`src/rtl/rf_writeback_arbiter.sv`:
```
// Purpose: merges ALU and load results onto the single register-file write port.
// Latency: ALU result -> RegWrite 1 cycle; load push -> RegWrite >= 2 cycles.
// Backpressure: ALU never stalls and wins the slot. Loads wait in an in-order FIFO.
//   lsu_ready drops only when the FIFO is full.
// Ports:
//   clk, rst (async, active-high)
//   alu_valid/alu_rd/alu_data        : ALU result input, always accepted
//   lsu_valid/lsu_rd/lsu_data        : load result input, handshake with lsu_ready
//   RegWrite/WriteRegister/WriteData : registered register-file write port
//   query_rs/query_hit               : hazard query (combinational)
//   lsu_pending                      : FIFO non-empty
module rf_writeback_arbiter #(
  parameter int DATA_W    = 32,
  parameter int ADDR_W    = 5,
  parameter int LSU_DEPTH = 4
) (
  input  logic              clk,
  input  logic              rst,
  input  logic              alu_valid,
  input  logic [ADDR_W-1:0] alu_rd,
  input  logic [DATA_W-1:0] alu_data,
  input  logic              lsu_valid,
  input  logic [ADDR_W-1:0] lsu_rd,
  input  logic [DATA_W-1:0] lsu_data,
  output logic              lsu_ready,
  output logic              RegWrite,
  output logic [ADDR_W-1:0] WriteRegister,
  output logic [DATA_W-1:0] WriteData,
  input  logic [ADDR_W-1:0] query_rs,
  output logic              query_hit,
  output logic              lsu_pending
);

  localparam int PTR_W = (LSU_DEPTH > 1) ? $clog2(LSU_DEPTH) : 1;
  localparam logic [PTR_W:0] FULL_CNT = (PTR_W + 1)'(LSU_DEPTH);

  logic [ADDR_W-1:0] entryRd   [LSU_DEPTH];
  logic [DATA_W-1:0] entryData [LSU_DEPTH];
  logic [LSU_DEPTH-1:0] entryVld;
  logic [PTR_W-1:0] wrPtr;
  logic [PTR_W-1:0] rdPtr;
  logic [PTR_W:0]   count;

  logic aluTake;
  logic fifoPush;
  logic fifoPop;

  // Ready is a function of count alone: no push into a full FIFO even when it pops.
  assign lsu_ready   = (count != FULL_CNT);
  assign lsu_pending = (count != '0);

  // A load to x0 completes its handshake but is dropped here.
  assign fifoPush = lsu_valid && lsu_ready && (lsu_rd != '0);
  assign aluTake  = alu_valid && (alu_rd != '0);
  // Pop decision uses the registered count, so a fresh entry waits one cycle.
  assign fifoPop  = !aluTake && (count != '0);

  // FIFO payload storage needs no reset; entryVld qualifies it.
  always_ff @(posedge clk) begin
    if (fifoPush) begin
      entryRd[wrPtr]   <= lsu_rd;
      entryData[wrPtr] <= lsu_data;
    end
  end

  always_ff @(posedge clk or posedge rst) begin
    if (rst) begin
      wrPtr    <= '0;
      rdPtr    <= '0;
      count    <= '0;
      entryVld <= '0;
    end else begin
      if (fifoPush) begin
        wrPtr           <= wrPtr + PTR_W'(1);
        entryVld[wrPtr] <= 1'b1;
      end
      if (fifoPop) begin
        rdPtr           <= rdPtr + PTR_W'(1);
        entryVld[rdPtr] <= 1'b0;
      end
      if (fifoPush && !fifoPop) begin
        count <= count + (PTR_W + 1)'(1);
      end else if (fifoPop && !fifoPush) begin
        count <= count - (PTR_W + 1)'(1);
      end
    end
  end

  // Output register: ALU first, then FIFO head, else idle (index/data hold).
  always_ff @(posedge clk or posedge rst) begin
    if (rst) begin
      RegWrite      <= 1'b0;
      WriteRegister <= '0;
      WriteData     <= '0;
    end else if (aluTake) begin
      RegWrite      <= 1'b1;
      WriteRegister <= alu_rd;
      WriteData     <= alu_data;
    end else if (fifoPop) begin
      RegWrite      <= 1'b1;
      WriteRegister <= entryRd[rdPtr];
      WriteData     <= entryData[rdPtr];
    end else begin
      RegWrite      <= 1'b0;
    end
  end

  // The output-register term covers a write landing at the same edge the
  // register file is read asynchronously.
  always_comb begin
    query_hit = 1'b0;
    if (query_rs != '0) begin
      if (RegWrite && (WriteRegister == query_rs)) begin
        query_hit = 1'b1;
      end
      for (int i = 0; i < LSU_DEPTH; i++) begin
        if (entryVld[i] && (entryRd[i] == query_rs)) begin
          query_hit = 1'b1;
        end
      end
    end
  end

endmodule
```
`config.mk`:
```
export PLATFORM = sky130hd
export DESIGN_NAME = rf_writeback_arbiter
export DESIGN_NICKNAME = d
export VERILOG_FILES = /design/src/rtl/rf_writeback_arbiter.sv
export SDC_FILE = /design/constraint.sdc
export NUM_CORES = 1
export LEC_CHECK = 0
export ABC_AREA = 1
export BUFFER_PORTS_ARGS = -buffer_cell sky130_fd_sc_hd__buf_2
export CAP_MARGIN = 20
export CORE_UTILIZATION = 51
export CTS_CLUSTER_SIZE = 14
export DETAILED_ROUTE_END_ITERATION = 10
export GPL_ROUTABILITY_DRIVEN = 1
export PLACE_DENSITY = 0.71
export SYNTH_ARGS = -nofsm -noshare
export SYNTH_HDL_FRONTEND = slang
export SYNTH_SLANG_ARGS = --single-unit
```
`constraint.sdc`:
```
create_clock -name clk -period 2.9 [get_ports clk]
set_input_delay 0.725 -clock clk [delete_from_list [all_inputs] [get_ports clk]]
set_output_delay 0.725 -clock clk [all_outputs]
set_load 0.01 [all_outputs]
```
==> impl_metrics.ini <==
[status]
status = finished, final reports clean

[logic_synthesis]
synth_edf_count = 148
ys.flop_type = edfxtp_1
netlist_area_um2 = 8390
ys_types = 31
netlist.area_leader.share_pct = 53.0
synthArstFlopShare_pct = 24.9
seq_area_frac_synth_pct = 67.6
avgSynthCellArea_um2 = 10.8
yosys_warnings = 0
synth_area_leaders = edfxtp_1 (53%), dfrtp_1 (15%), nand2_1 (10%), nand3_1 (6.2%), nor2_1 (3.1%)
synth-seq-cells = 197
netlist_instances = 775
synth_area_leader_cell = edfxtp_1
synth_nets = 868

[timing]
finClkSkew_ps = 6.77
slew_headroom_pct = 43.8
layout_setup_ws_ps = 512
max_freq_mhz = 419
finalCriticalPeriod_ps = 2390
finalCritPeriodShare_pct = 82.3
final_max_slew_viol_count = 0
setup_viol = 0
max_slew.worst_pin.slew_ps = 843
rsz0062_at_grt = false
finalHoldViolCount = 0

[critical_path]
cp_slowest_cell = buf_2
worst-setup-path-type = primary input to output port
critPathLaunchType = primary input
critPathRequiredTime_ps = 2170
cp.arrival_ps = 1660
r2r_slack_ps = 680
end_kind = output port
path_cells = buf_2, inv_1, nand2_1, nand2_1, nor2_1, nand3_1, nand2_1, nor2_1, nor2_1, buf_2
crit_fanout = 7
max_stage_delay_ps = 160

[placement]
gp_congestion = 0.906
portBuffers = 123
dp_slack_ps = 337
post-dp-hpwl_um = 10800

[clock_network]
post-cts-setup-buffers = 0
ctsResizeCount = 0
clock_sinks = 197
clock_latency_ps = 440
numCtsBuffers = 17
htreeDepth = 4
clock-root-buffer = clkbuf_16
cts_tree = yes
path_clk_slew_ps = 70
hold_buffers = 0
cts_buffer_depth = 2

[global_route]
antenna_found_initial = 0
overflow = 0
grt_max_degree = 80
grt_util_all_layers_pct = 22.3
grt_pass1_wl_um = 27600
grt_pass1_vias = 5521

[route]
wl_um = 17600
routed_via_density = 5.14
drt_iter0_markers = 465
avgRoutedWirePerCell_um = 15.6
dr.pass1.iters = 5
dr_total_vias = 5762
ant_nets = 0
drc_errors = 0

[power_and_ir_drop]
power_density_nw_per_um2 = 947
p_leak_nw = 4.11
total_power_w = 0.00928
irDropWorstVdd_uv = 725

[layout]
drive_above_1_share_pct = 20.5
final_common_cell = nand2_1
final_cell_mix = nand2_1 (232), edfxtp_1 (148), buf_2 (123)
area.growth.synth_to_final_pct = 16.7
fin_util_pct = 61.4
final_nets = 986
insertedDiodeCount = 0
n_fill_cell = 1288

[floorplanning]
row_count = 46
core_um2 = 15900
die_w_um = 130
die_y_um = 130
dieArea_um2 = 17000
start_util_pct = 52.6
ios = 124

[job]
maxCapViolations = 0

[hold_path]
hold_path.class = primary input to asynchronous set/reset pin
## worst paths after layout
kind	start	end	cells after the start
max in group asynchronous	rst	WriteData[25]$_DFFE_PP0P_	3
worst min-delay path	rst	WriteData[8]$_DFFE_PP0P_	2
min in group clk	lsu_data[16]	entryData[2][16]$_DFFE_PP_	1
worst min register to register	entryVld[1]$_DFF_PP0_	entryVld[1]$_DFF_PP0_	2
worst max-delay path	query_rs[4]	query_hit	10
worst max register to register	count[0]$_DFFE_PP0P_	entryData[0][16]$_DFFE_PP_	6
## cells in the mapped netlist (3+ instances only)
cell type,n
o22ai_1,4
nand3_1,104
a21oi_1,4
xor2_1,3
nand2_1,232
o21ai_1,5
dfrtp_1,49
buf_6,5
o211ai_1,5
a31oi_1,32
inv_1,39
buf_4,4
o21ai_0,16
ha_1,9
edfxtp_1,148
nor2_1,69
xnor2_1,3
clkbuf_1,3
buf_2,27
## per-layer routing
layer	track usage (%)	vias up	share of wire, %
li1	-	2875	-
met1	26.9	2674	42
met2	37.8	175	50
met3	5.74	38	5.3
met4	10.3	0	2.2
met5	0	-	0
## per-stage QoR
step	hold WS [ps]	setup TNS [ps]	cell area (µm²)	std cells
2_1_floorplan	449	-21550	8390	775
5_1_grt	457	0	9790	1122
3_5_place_dp	479	0	9220	1090
6_report	397	0	9790	1122
3_3_place_gp	476	0	9220	1090
4_1_cts	410	0	9790	1122
## state kept, by name (all words and copies together), names as in the netlist
signal	cells
WriteRegister	5
RegWrite	1
entryData	128
entryVld	4
count	3
entryRd	20
rdPtr	2
WriteData	32
wrPtr	2
## worst max-delay path: cells and delay by family
family,cells,cell delay [ps]
buffers and inverters,3,410
and+or+nand+nor,7,530
## area by class of cell
type	count	area, µm²	area share (%)
Clock inverter	14	139	1.42
Multi-Input combinational cell	497	2350	24.0
Sequential cell	197	5670	57.9
Inverter	41	156	1.60
Clock buffer	18	439	4.48
Timing Repair Buffer	139	761	7.77
Tap cell	216	270	2.76
## power breakdown
| group | internal, W | switching, W | total (W) |
|---|---|---|---|
| clock | 0.00123 | 0.00106 | 0.00229 |
| sequential | 0.00381 | 0.000303 | 0.00411 |
| combinational | 0.000972 | 0.00190 | 0.00287 |
| total | 0.00602 | 0.00326 | 0.00928 |
## cells by family (layout without fill, tap and decap cells)
family | after synthesis | count (layout) | share of synthesized area [%]
AOI/OAI and AO/OA | 67 | 67 | 4.71
adders and majority gates | 10 | 10 | 1.58
DFF | 197 | 197 | 67.6
xor gates and xnor gates | 7 | 7 | 0.820
and+or+nand+nor | 413 | 413 | 20.6
buffers and inverters | 81 | 212 | 4.70
Note: power is estimated with default switching activity, not from simulation.
